**config.mk**
```make
export PLATFORM = sky130hd
export DESIGN_NAME = io_command_initiator
export DESIGN_NICKNAME = d
export VERILOG_FILES = /design/src/rtl/io_command_initiator.sv
export SDC_FILE = /design/constraint.sdc
export NUM_CORES = 1
export LEC_CHECK = 0
export CORE_MARGIN = 4
export CORE_UTILIZATION = 40
export CTS_CLUSTER_SIZE = 20
export DETAILED_ROUTE_END_ITERATION = 6
export GPL_ROUTABILITY_DRIVEN = 0
export GPL_TIMING_DRIVEN = 0
export PLACE_DENSITY = 0.74
export SETUP_SLACK_MARGIN = 0.3
export SYNTH_ARGS = -nofsm -noshare
export SYNTH_HDL_FRONTEND = slang
export SYNTH_SLANG_ARGS = --single-unit
```
**constraint.sdc**
```tcl
create_clock -name clk -period 4.2 [get_ports clk]
set_input_delay 0.84 -clock clk [delete_from_list [all_inputs] [get_ports clk]]
set_output_delay 0.84 -clock clk [all_outputs]
set_load 0.05 [all_outputs]
```
**src/rtl/io_command_initiator.sv**
```systemverilog
// io_command_initiator: takes one IO command at a time from the core and
// presents it to a responder with a REQ/ACK handshake. If the responder
// returns register data in the transfer cycle, that data is handed to the
// register file through a valid/ready writeback port. A REQUEST that waits
// too long without ACK is aborted with a one-cycle Timeout pulse.
//
// Ports
//   clk, async_rst_n, clk_en        : clock, async active-low reset, global enable
//   Cmd_Valid/Cmd_Ready             : command handshake from the core
//   Cmd_ResponseRequested, Cmd_DestReg, Cmd_Data : command payload
//   IO_REQ/IO_ACK                   : request handshake to the responder
//   IO_CommandEn, IO_ResponseRequested, IO_DestRegOut, IO_DataOut : request payload
//   IO_CommandResponse              : responder echo, status only
//   IO_RegResponseFlag, IO_DestRegIn, IO_DataIn : returned register data
//   WB_Valid/WB_Ready, WB_DestReg, WB_Data : writeback to the register file
//   Busy, Timeout                   : status
module io_command_initiator #(
  parameter int unsigned TIMEOUT_CYCLES = 255,
  localparam int unsigned DATA_W = 16,
  localparam int unsigned TAG_W  = 4
) (
  input  logic              clk,
  input  logic              async_rst_n,
  input  logic              clk_en,
  input  logic              Cmd_Valid,
  output logic              Cmd_Ready,
  input  logic              Cmd_ResponseRequested,
  input  logic [TAG_W-1:0]  Cmd_DestReg,
  input  logic [DATA_W-1:0] Cmd_Data,
  output logic              IO_REQ,
  input  logic              IO_ACK,
  output logic              IO_CommandEn,
  output logic              IO_ResponseRequested,
  output logic [TAG_W-1:0]  IO_DestRegOut,
  output logic [DATA_W-1:0] IO_DataOut,
  input  logic              IO_CommandResponse,
  input  logic              IO_RegResponseFlag,
  input  logic [TAG_W-1:0]  IO_DestRegIn,
  input  logic [DATA_W-1:0] IO_DataIn,
  output logic              WB_Valid,
  input  logic              WB_Ready,
  output logic [TAG_W-1:0]  WB_DestReg,
  output logic [DATA_W-1:0] WB_Data,
  output logic              Busy,
  output logic              Timeout
);

  localparam int unsigned CNT_W = 8;
  localparam logic [CNT_W:0] TO_LIMIT = (CNT_W+1)'(TIMEOUT_CYCLES);
  localparam bit TO_ENABLED = (TIMEOUT_CYCLES != 0);

  typedef enum logic [1:0] {
    IDLE,
    REQUEST,
    WRITEBACK
  } state_t;

  state_t             state_q, state_d;
  logic [CNT_W-1:0]   cnt_q, cnt_d;
  logic [DATA_W-1:0]  cmd_data_q, cmd_data_d;
  logic [TAG_W-1:0]   cmd_tag_q, cmd_tag_d;
  logic               cmd_rr_q, cmd_rr_d;
  logic [DATA_W-1:0]  wb_data_q, wb_data_d;
  logic [TAG_W-1:0]   wb_tag_q, wb_tag_d;
  logic               timeout_q, timeout_d;
  logic [CNT_W:0]     cnt_inc;
  logic               to_fire;
  logic               in_request;

  // Responder echo has no behavioural effect; kept only as an observable status input.
  logic unused_status;
  assign unused_status = IO_CommandResponse;

  // One-wider increment so the limit compare works up to 255 without wrap.
  assign cnt_inc = {1'b0, cnt_q} + (CNT_W+1)'(1);
  assign to_fire = TO_ENABLED && (cnt_inc == TO_LIMIT);

  // State and datapath registers.
  always_ff @(posedge clk or negedge async_rst_n) begin
    if (!async_rst_n) begin
      state_q    <= IDLE;
      cnt_q      <= '0;
      cmd_data_q <= '0;
      cmd_tag_q  <= '0;
      cmd_rr_q   <= 1'b0;
      wb_data_q  <= '0;
      wb_tag_q   <= '0;
      timeout_q  <= 1'b0;
    end else begin
      state_q    <= state_d;
      cnt_q      <= cnt_d;
      cmd_data_q <= cmd_data_d;
      cmd_tag_q  <= cmd_tag_d;
      cmd_rr_q   <= cmd_rr_d;
      wb_data_q  <= wb_data_d;
      wb_tag_q   <= wb_tag_d;
      timeout_q  <= timeout_d;
    end
  end

  // Next-state and next-register logic; nothing advances while clk_en is low.
  always_comb begin
    state_d    = state_q;
    cnt_d      = cnt_q;
    cmd_data_d = cmd_data_q;
    cmd_tag_d  = cmd_tag_q;
    cmd_rr_d   = cmd_rr_q;
    wb_data_d  = wb_data_q;
    wb_tag_d   = wb_tag_q;
    timeout_d  = 1'b0;

    unique case (state_q)
      IDLE: begin
        if (clk_en && Cmd_Valid) begin
          cmd_data_d = Cmd_Data;
          cmd_tag_d  = Cmd_DestReg;
          cmd_rr_d   = Cmd_ResponseRequested;
          cnt_d      = '0;
          state_d    = REQUEST;
        end
      end

      REQUEST: begin
        if (clk_en) begin
          // ACK is checked before the limit so a transfer on the limit cycle wins.
          if (IO_ACK) begin
            cmd_data_d = '0;
            cmd_tag_d  = '0;
            cmd_rr_d   = 1'b0;
            if (IO_RegResponseFlag) begin
              wb_data_d = IO_DataIn;
              wb_tag_d  = IO_DestRegIn;
              state_d   = WRITEBACK;
            end else begin
              state_d   = IDLE;
            end
          end else if (to_fire) begin
            timeout_d  = 1'b1;
            cmd_data_d = '0;
            cmd_tag_d  = '0;
            cmd_rr_d   = 1'b0;
            state_d    = IDLE;
          end else if (cnt_q != '1) begin
            cnt_d = cnt_q + CNT_W'(1);
          end
        end
      end

      WRITEBACK: begin
        if (clk_en && WB_Ready) begin
          state_d = IDLE;
        end
      end

      default: begin
        state_d = IDLE;
      end
    endcase
  end

  // Output decode from registered state only.
  assign in_request           = (state_q == REQUEST);
  assign Cmd_Ready            = (state_q == IDLE);
  assign IO_REQ               = in_request;
  assign IO_CommandEn         = in_request;
  assign IO_ResponseRequested = in_request & cmd_rr_q;
  assign IO_DataOut           = in_request ? cmd_data_q : '0;
  assign IO_DestRegOut        = in_request ? cmd_tag_q : '0;
  assign WB_Valid             = (state_q == WRITEBACK);
  assign WB_Data              = wb_data_q;
  assign WB_DestReg           = wb_tag_q;
  assign Busy                 = (state_q != IDLE);
  assign Timeout              = timeout_q;

endmodule
```
==> flow_metrics.py, run 1 <==
metrics = {
    "finish": {
        "fillers": 504,
        "nets": 356,
        "area_delta_synth_final_pct": 46.42,
        "fin_util_pct": 60.57,
        "mostFrequentLayoutCell": "clkdlybuf4s50_1",
        "drive_above_1_share_pct": 21.24,
        "ff_latch_area_sq_um": 1301,
        "multiInputGateArea_sq_um": 1071,
        "final_cell_mix": "clkdlybuf4s50_1 (93), dfrtp_1 (52), and2_1 (21), a22o_2 (21), mux2_2 (20)",
        "diodes": 0,
        "layout.cells.non_filler": 381,
    },
    "power": {
        "pwr_density_cell_nw_per_um2": 668.0,
        "cellLeakagePower_nw": 1.531,
        "peakVddDrop_mv": 0.5030,
    },
    "logic_synthesis": {
        "synth_area_sq_um": 2464,
        "syn_avg_cell_area_sq_um": 12.14,
        "synth_nets": 254,
        "yosys.area_share.simple_pct": 14.78,
        "ys_seq_area_share_pct": 52.82,
        "synth_compound_area_share_pct": 18.54,
        "syn_inst": 203,
        "synth_top_area_share_pct": 52.82,
        "synth_mux_area_share_pct": 9.142,
        "yosys_most_used_dff": "dfrtp_1",
        "synth_seq_cells": 52,
        "yosys_warnings": 0,
        "synth_edf_count": 0,
        "synth_top_family_by_area": "compound AO/OA/AOI/OAI gates",
        "synthAdderAreaFrac_pct": 1.016,
        "synth_xor_area_share_pct": 0,
        "synthDistinctLibCells": 46,
        "ys_async_sr_fraction_pct": 100.0,
        "synth.area.top_cells": "dfrtp_1 (53%), mux2_2 (9.1%), a22o_2 (8.5%)",
        "synth_area_leader_cell": "dfrtp_1",
    },
    "critical_path": {
        "critPathMaxStageDelay_ns": 0.81,
        "slowest_stage": "clkdlybuf4s50_1",
        "crit_chain": "nand2b_1, inv_1, clkbuf_1, and2_1, clkdlybuf4s50_1",
        "arrival_ns": 2.60,
        "cp_data_required_time_ns": 3.36,
        "end_kind": "output port",
        "reg2reg_from": "cnt_q[0]$_DFFE_PN0P_",
        "path_class": "flip-flop to output port",
        "r2r_end": "cnt_q[6]$_DFFE_PN0P_",
        "crit_path_max_fanout": 10,
        "cp-start-kind": "flip-flop",
        "reg2reg_depth": 6,
        "r2r_slack_ns": 1.84,
    },
    "place": {
        "place_hpwl_microns": 4484,
        "numPortBuffers": 94,
        "placedCellCount": 373,
        "pre_cts_ws_ns": 1.095,
    },
    "global_route": {
        "gr-total-overflow": 0,
        "grt_use_total_pct": 16.33,
        "grt_pass1_wl_microns": 9798,
        "grt_antenna_before_repair": 0,
        "grt_pass1_vias": 2070,
        "grt_max_degree": 28,
    },
    "sta": {
        "hold_viol": 0,
        "worstMarginPinSlew_ns": 0.6277,
        "layout_min_cycle_time_ns": 3.439,
        "hold_ws_ns": 0.4972,
        "max_freq_mhz": 290.8,
        "period_share_pct": 81.89,
        "finalSetupViolations": 0,
        "slew_headroom_pct": 58.15,
        "fin_skew_ns": 0.01307,
        "setup_tns_ns": 0,
        "rsz0062_at_grt": "no",
        "layout_setup_ws_ns": 0.7608,
        "drv_slew": 0,
    },
    "clock_tree": {
        "post_cts_buffers": 0,
        "ctsHoldBuffers": 0,
        "cts_root_buf": "clkbuf_8",
        "cts_max_level": 2,
        "cts.clk_slew.worst_paths_ns": 0.09,
        "cts_resized": 0,
        "clockBufferDepth": 2,
        "cts.sink_count": 52,
        "clk_latency_ns": 0.30,
        "cts_tree": "built",
        "cts_buffers": 5,
    },
    "min_path": {
        "hp-class": "flip-flop to flip-flop",
        "min_to": "cmd_data_q[5]$_DFFE_PN0P_",
        "min_path_cells": 1,
        "hp-start": "cmd_data_q[5]$_DFFE_PN0P_",
    },
    "die": {
        "die_w_microns": 86.48,
        "dieArea_sq_um": 7479,
        "initial_core_util_pct": 41.37,
        "fp.coreArea_sq_um": 5956,
        "rows": 28,
        "die_h_microns": 86.48,
        "ios": 96,
    },
    "drt": {
        "viasPerCell": 5.194,
        "drc": 0,
        "dr.pass1.iters": 4,
        "wire_per_inst_microns": 15.63,
        "postRouteAntennaNets": 0,
        "num_vias": 1979,
        "wirelength_microns": 5956,
        "drtIter0Drc": 98,
    },
    "flow_run": {
        "cap_violations": 0,
    },
    "outcome": {
        "outcome": "finished, final reports clean",
    },
}
## flip-flops by register name, indices dropped and copies added (netlist names)
signal      cells
Timeout         1
cmd_data_q     16
state_q         2
cnt_q           8
WB_DestReg      4
cmd_rr_q        1
WB_Data        16
cmd_tag_q       4
## how the worst max path moves through the flow
stage,start,end,depth (start not counted)
after CTS,state_q[1]$_DFFE_PN0P_,IO_DestRegOut[0],5
final,state_q[1]$_DFFE_PN0P_,IO_DataOut[0],5
after global placement,async_rst_n,WB_Data[6]$_DFFE_PN0P_,1
after detailed placement,state_q[1]$_DFFE_PN0P_,IO_DestRegOut[0],5
after floorplan,state_q[1]$_DFFE_PN0P_,IO_DataOut[10],4
after global routing,state_q[1]$_DFFE_PN0P_,IO_DestRegOut[0],5
## per-layer routing
layer  part of all wire, %  global-route usage, %  vias to the layer above
li1                      -                      -                      949
met1                    43                  22.15                      946
met2                    48                  25.52                       78
met3                   8.7                  4.848                        6
met4                  0.81                  4.533                        0
met5                     0                      0                        -
## power by group
group,leakage (nW),internal (mW),switching (mW)
combinational,0.827,0.508,0.812
clock,0.0445,0.134,0.158
sequential,0.660,0.686,0.111
## cell usage after synthesis, types with 3 or more instances
library cell and instances:
a22o_2 21, and2_1 21, and3_1 3, dfrtp_1 52, inv_1 5, mux2_2 20
nand2_1 9, nand3_1 3, nor2_1 3, o21a_1 3, o21ai_0 10, o31ai_1 4
## metrics by stage
step / power [mW] / area (sq um)
3_3_place_gp: 2.108 / 3498
6_report: 2.410 / 3607
4_1_cts: 2.433 / 3607
2_1_floorplan: 1.669 / 2464
5_1_grt: 2.542 / 3607
3_5_place_dp: 2.134 / 3513
## critical path: cells and delay by family, from the launching register on
kind                   cells  cell delay [ns]
buffers and inverters      3             1.39
flip-flops                 1             0.42
AND/OR/NAND/NOR            2             0.50
## final cells by class
cell class | instances | share of cell area (%)
Buffer | 10 | 2.012
Clock buffer | 7 | 2.393
Clock inverter | 1 | 0.2081
Inverter | 5 | 0.5203
Multi-Input combinational cell | 136 | 29.69
Sequential cell | 52 | 36.07
Tap cell | 75 | 2.601
Timing Repair Buffer | 95 | 26.50
## cells by family (layout without fill, tap and decap cells)
family,count (synthesis),count (layout)
AO/OA/AOI/OAI,54,54
adder cells (fa/ha/maj),2,2
AND/OR/NAND/NOR,60,60
flip-flops,52,52
buffers and inverters,15,118
multiplexers,20,20
Note: power is estimated with default switching activity, not from simulation.
==> inputs of run 2 (changes only) <==
--- a/config.mk
+++ b/config.mk
@@ -6,12 +6,12 @@
 export NUM_CORES = 1
 export LEC_CHECK = 0
 export CORE_MARGIN = 4
-export CORE_UTILIZATION = 40
+export CORE_UTILIZATION = 39
 export CTS_CLUSTER_SIZE = 20
 export DETAILED_ROUTE_END_ITERATION = 6
 export GPL_ROUTABILITY_DRIVEN = 0
 export GPL_TIMING_DRIVEN = 0
-export PLACE_DENSITY = 0.74
+export PLACE_DENSITY = 0.76
 export SETUP_SLACK_MARGIN = 0.3
 export SYNTH_ARGS = -nofsm -noshare
 export SYNTH_HDL_FRONTEND = slang
==> constraint.sdc (replaced) <==
create_clock -name clk -period 3.1 [get_ports clk]
set_input_delay 0.62 -clock clk [delete_from_list [all_inputs] [get_ports clk]]
set_output_delay 0.62 -clock clk [all_outputs]
set_load 0.05 [all_outputs]
==> flow_metrics.py, run 2 (synthesis gave the netlist of run 1 again) <==
metrics = {
    "outcome": {
        "outcome": "finished, final reports clean",
    },
    "sta": {
        "period_share_pct": 83.84,
        "worstMarginPinSlew_ns": 0.6768,
        "hold_viol": 0,
        "max_freq_mhz": 384.8,
        "fin_skew_ns": 0.007691,
        "slew_headroom_pct": 54.78,
        "layout_min_cycle_time_ns": 2.599,
        "finalSetupViolations": 0,
        "rsz0062_at_grt": "no",
        "drv_slew": 0,
    },
    "clock_tree": {
        "cts_buffers": 5,
        "clk_latency_ns": 0.30,
        "clockBufferDepth": 2,
        "cts_tree": "built",
        "cts.clk_slew.worst_paths_ns": 0.09,
        "cts_root_buf": "clkbuf_8",
        "ctsHoldBuffers": 0,
        "cts_max_level": 2,
        "cts.sink_count": 52,
    },
    "finish": {
        "multiInputGateArea_sq_um": 1071,
        "ff_latch_area_sq_um": 1301,
        "fin_util_pct": 60.15,
        "area_delta_synth_final_pct": 47.13,
        "fin_area_sq_um": 3625,
        "drive_above_1_share_pct": 28.76,
        "nets": 356,
        "fillers": 538,
        "mostFrequentLayoutCell": "clkdlybuf4s50_1",
        "diodes": 0,
        "final_cell_mix": "clkdlybuf4s50_1 (70), dfrtp_1 (52), and2_1 (21), a22o_2 (21), mux2_2 (20)",
    },
    "critical_path": {
        "path_class": "flip-flop to output port",
        "critPathMaxStageDelay_ns": 0.41,
        "arrival_ns": 1.98,
        "cp-start-kind": "flip-flop",
        "crit_chain": "nand2b_1, inv_1, clkbuf_2, and2_1, clkdlybuf4s15_2",
        "cp_data_required_time_ns": 2.48,
        "crit_path_max_fanout": 10,
        "slowest_stage": "dfrtp_1",
        "end_kind": "output port",
    },
    "drt": {
        "dr.pass1.iters": 4,
        "wirelength_microns": 5875,
        "postRouteAntennaNets": 0,
        "viasPerCell": 5.152,
        "num_vias": 1963,
        "drtIter0Drc": 57,
        "wire_per_inst_microns": 15.42,
        "drc": 0,
    },
    "place": {
        "placed_area_sq_um": 3513,
        "place_hpwl_microns": 4475,
        "numPortBuffers": 94,
    },
    "global_route": {
        "grt_max_degree": 28,
        "grt_pass1_wl_microns": 9735,
        "gr-total-overflow": 0,
        "grt_antenna_before_repair": 0,
        "grt_use_total_pct": 15.87,
        "grt_pass1_vias": 2102,
    },
    "die": {
        "initial_core_util_pct": 40.88,
        "die_h_microns": 87.48,
        "fp.coreArea_sq_um": 6026,
        "ios": 96,
        "rows": 28,
        "dieArea_sq_um": 7653,
        "die_w_microns": 87.48,
    },
    "power": {
        "peakVddDrop_mv": 0.5615,
        "cellLeakagePower_nw": 1.569,
        "pwr_density_cell_nw_per_um2": 891.8,
    },
    "min_path": {
        "hp-class": "input pin to asynchronous set/reset pin",
    },
    "flow_run": {
        "cap_violations": 0,
    },
}
==> run 2: changes by cell type in the layout (fill, tap and decap cells not counted) <==
cell / previous run / this run
clkdlybuf4s50_1: 93 / 70
clkbuf_2: 0 / 4
clkbuf_1: 3 / 1
dlymetal6s2s_1: 0 / 1
clkdlybuf4s15_2: 0 / 19
dlygate4sd2_1: 0 / 1
==> run 2: area by class of cell <==
cell class	instances	area share [%]
sequential	52	35.90
multi-input combinational	136	29.55
timing repair buffer	95	26.79
tap	75	2.589
clock buffer	7	2.382
buffer	10	2.071
inverter	5	0.5178
clock inverter	1	0.2071
==> run 2: per-stage QoR <==
stage | cells | TNS [ns] | hold slack, ns | total power, mW | setup slack, ns
after floorplan | 203 | 0 | 0.3244 | 2.261 | 0.6053
after global placement | 372 | -7.827 | 0.4754 | 2.855 | -0.1526
after detailed placement | 373 | 0 | 0.4765 | 2.881 | 0.2579
after CTS | 381 | 0 | 0.3328 | 3.272 | 0.2062
after global routing | 381 | 0 | 0.3532 | 3.419 | 0.3307
final | 381 | 0 | 0.3152 | 3.232 | 0.5011
==> run 2: repair_timing <==
item	in CTS	in global routing
gates resized for setup	60	9
setup buffers	0	0
endpoints found under the setup margin	22	22
==> run 2: final timing paths <==
check,startpoint,endpoint,slack (ns),cells past startpoint
max reg2reg,cnt_q[0]$_DFFE_PN0P_,cnt_q[5]$_DFFE_PN0P_,0.77,6
max,state_q[1]$_DFFE_PN0P_,IO_DataOut[1],0.50,5
max in group asynchronous,async_rst_n,WB_Data[7]$_DFFE_PN0P_,2.23,2
min reg2reg,cmd_data_q[11]$_DFFE_PN0P_,cmd_data_q[11]$_DFFE_PN0P_,0.50,1
min in group clk,cmd_data_q[11]$_DFFE_PN0P_,cmd_data_q[11]$_DFFE_PN0P_,0.50,1
min,async_rst_n,state_q[1]$_DFFE_PN0P_,0.32,1
==> run 2: power by group <==
group          total [mW]  switching (mW)  internal, mW
registers            1.08           0.148         0.930
clock network       0.392           0.210         0.182
logic                1.76            1.10         0.667
total                3.23            1.45          1.78
==> run 2: layer usage <==
layer	global-route usage, %	vias up	share of wire, %
li1	-	943	-
met3	5.866	6	9.2
met5	0	-	0
met2	26.23	82	48
met1	20.13	932	42
met4	2.789	0	0.82
==> run 2: worst max-delay path: cells and delay by family, from the launching register on <==
family        cells  cell delay, ns
buf+inv           3            0.84
flops             1            0.41
simple gates      2            0.43
==> inputs of run 3 (changes only) <==
==> constraint.sdc (replaced) <==
create_clock -name clk -period 2.1 [get_ports clk]
set_input_delay 0.42 -clock clk [delete_from_list [all_inputs] [get_ports clk]]
set_output_delay 0.42 -clock clk [all_outputs]
set_load 0.05 [all_outputs]
==> flow_metrics.py, run 3 (synthesis gave the netlist of run 1 again) <==
metrics = {
    "outcome": {
        "outcome": "finished, final reports clean",
    },
    "die": {
        "fp.coreArea_sq_um": 6026,
        "rows": 28,
        "initial_core_util_pct": 40.88,
        "ios": 96,
        "dieArea_sq_um": 7653,
        "die_h_microns": 87.48,
        "die_w_microns": 87.48,
    },
    "finish": {
        "area_delta_synth_final_pct": 63.64,
        "drive_above_1_share_pct": 45.94,
        "nets": 370,
        "mostFrequentLayoutCell": "dfrtp_1",
        "diodes": 0,
        "final_cell_mix": "dfrtp_1 (47), clkdlybuf4s50_1 (45), buf_8 (24)",
        "fillers": 454,
        "fin_area_sq_um": 4031,
    },
    "critical_path": {
        "slowest_stage": "clkdlybuf4s50_1",
        "arrival_ns": 2.17,
        "r2r_slack_ns": 0.13,
        "end_kind": "flip-flop",
        "reg2reg_from": "cnt_q[0]$_DFFE_PN0P_",
        "crit_path_max_fanout": 5,
        "crit_top_cell": "o21a_1",
        "path_class": "input pin to flip-flop",
        "cp-start-kind": "input pin",
        "critPathMaxStageDelay_ns": 0.54,
        "r2r_end": "cnt_q[4]$_DFFE_PN0P_",
        "crit_family": "simple AND/OR/NAND/NOR gates",
        "cp_data_required_time_ns": 2.30,
        "crit_chain": "clkdlybuf4s50_1, or4bb_4, o21a_1, or2_1, o21a_1",
        "critPathBufInv": 1,
        "reg2reg_depth": 6,
    },
    "min_path": {
        "hp-start": "cmd_rr_q$_DFFE_PN0P_",
        "hp-class": "flip-flop to flip-flop",
        "min_to": "cmd_rr_q$_DFFE_PN0P_",
        "min_path_cells": 1,
    },
    "sta": {
        "drv_slew": 0,
        "layout_min_cycle_time_ns": 1.971,
        "max_freq_mhz": 507.4,
        "period_share_pct": 93.84,
        "fin_skew_ns": 0.009512,
        "worstMarginPinSlew_ns": 0.5103,
        "finalSetupViolations": 0,
        "hold_viol": 0,
        "setup_tns_ns": 0,
        "slew_headroom_pct": 66.11,
        "rsz0062_at_grt": "yes",
    },
    "clock_tree": {
        "cts_max_level": 2,
        "cts_tree": "built",
        "cts_buffers": 5,
        "clockBufferDepth": 2,
        "cts_root_buf": "clkbuf_8",
        "cts.sink_count": 52,
        "clk_latency_ns": 0.31,
        "cts.clk_slew.worst_paths_ns": 0.09,
    },
    "drt": {
        "wire_per_inst_microns": 16.35,
        "postRouteAntennaNets": 0,
        "wirelength_microns": 6458,
        "drc": 0,
        "viasPerCell": 5.205,
        "num_vias": 2056,
        "drtIter0Drc": 49,
        "dr.pass1.iters": 4,
    },
    "power": {
        "cellLeakagePower_nw": 1.806,
        "peakVddDrop_mv": 0.8012,
        "pwr_density_cell_nw_per_um2": 1293,
    },
    "flow_run": {
        "cap_violations": 0,
    },
    "place": {
        "placed_area_sq_um": 3605,
        "place_hpwl_microns": 4472,
        "numPortBuffers": 94,
    },
    "global_route": {
        "gr-total-overflow": 0,
        "grt_use_total_pct": 17.37,
        "grt_max_degree": 40,
        "grt_pass1_wl_microns": 10400,
        "grt_pass1_vias": 2147,
        "grt_antenna_before_repair": 0,
    },
}
[run 3: changes by cell type in the layout (fill, tap and decap cells not counted), sizes merged, moves of 2 or more]
cell / previous run / this run
dlygate4sd2: 1 / 22
clkbuf: 11 / 5
clkdlybuf4s15: 19 / 2
buf: 8 / 48
dlygate4sd1: 2 / 0
clkdlybuf4s50: 70 / 45
[run 3: metrics by stage]
| stage | utilization (%) | hold WS (ns) | instances | total power [mW] | setup WS [ns] |
|---|---|---|---|---|---|
| after global placement | 59.57 | 0.4753 | 372 | 4.279 | -1.195 |
| final | 66.90 | 0.5022 | 395 | 5.212 | 0.1293 |
| after global routing | 66.90 | 0.5255 | 395 | 5.481 | 0.03921 |
| after floorplan | - | 0.1244 | 203 | 3.399 | 0.3068 |
| after detailed placement | 59.82 | 0.3425 | 373 | 4.325 | -0.5682 |
| after CTS | 66.24 | 0.5061 | 393 | 5.194 | 0.1717 |
[run 3: worst max-delay path by stage]
| stage | startpoint | end | slack (ns) | depth (start not counted) |
|---|---|---|---|---|
| 2_1_floorplan | cnt_q[0]$_DFFE_PN0P_ | cnt_q[1]$_DFFE_PN0P_ | 0.31 | 6 |
| 3_3_place_gp | async_rst_n | cnt_q[1]$_DFFE_PN0P_ | -1.19 | 1 |
| 3_5_place_dp | state_q[1]$_DFFE_PN0P_ | IO_DataOut[7] | -0.57 | 5 |
| 4_1_cts | Cmd_Valid | cnt_q[4]$_DFFE_PN0P_ | 0.17 | 5 |
| 5_1_grt | cnt_q[1]$_DFFE_PN0P_ | cnt_q[5]$_DFFE_PN0P_ | 0.04 | 7 |
| 6_report | Cmd_Valid | cnt_q[4]$_DFFE_PN0P_ | 0.13 | 5 |
[run 3: cell type report]
type | count | area, sq um | share of cell area, %
Multi-Input combinational cell | 136 | 1239 | 30.73
Inverter | 5 | 30.03 | 0.7449
Tap cell | 75 | 93.84 | 2.328
Clock buffer | 5 | 68.82 | 1.707
Buffer | 10 | 112.6 | 2.793
Sequential cell | 52 | 1308 | 32.43
Timing Repair Buffer | 109 | 1137 | 28.21
Clock inverter | 3 | 42.54 | 1.055
[run 3: power breakdown]
group	leakage, nW	internal (mW)	switching (mW)	total (mW)
sequential	0.653	1.38	0.229	1.61
combinational	1.10	1.18	1.75	2.93
clock	0.0541	0.353	0.322	0.674
[run 3: routing by layer]
layer | part of all wire (%) | vias up | track usage [%]
met5 | 0 | - | 0
met4 | 1.8 | 0 | 5.579
met3 | 8.4 | 13 | 5.487
met2 | 48 | 82 | 28.42
met1 | 42 | 986 | 21.80
li1 | - | 975 | -
[run 3: repair_timing]
action                                 4_1_cts  5_1_grt
hold buffers                                 1        0
setup buffers                                9        2
pin swaps                                   28        2
setup endpoints to repair                   95       57
gates cloned                                 2        0
resized for setup                          257       15
endpoints found under the hold margin        4        0
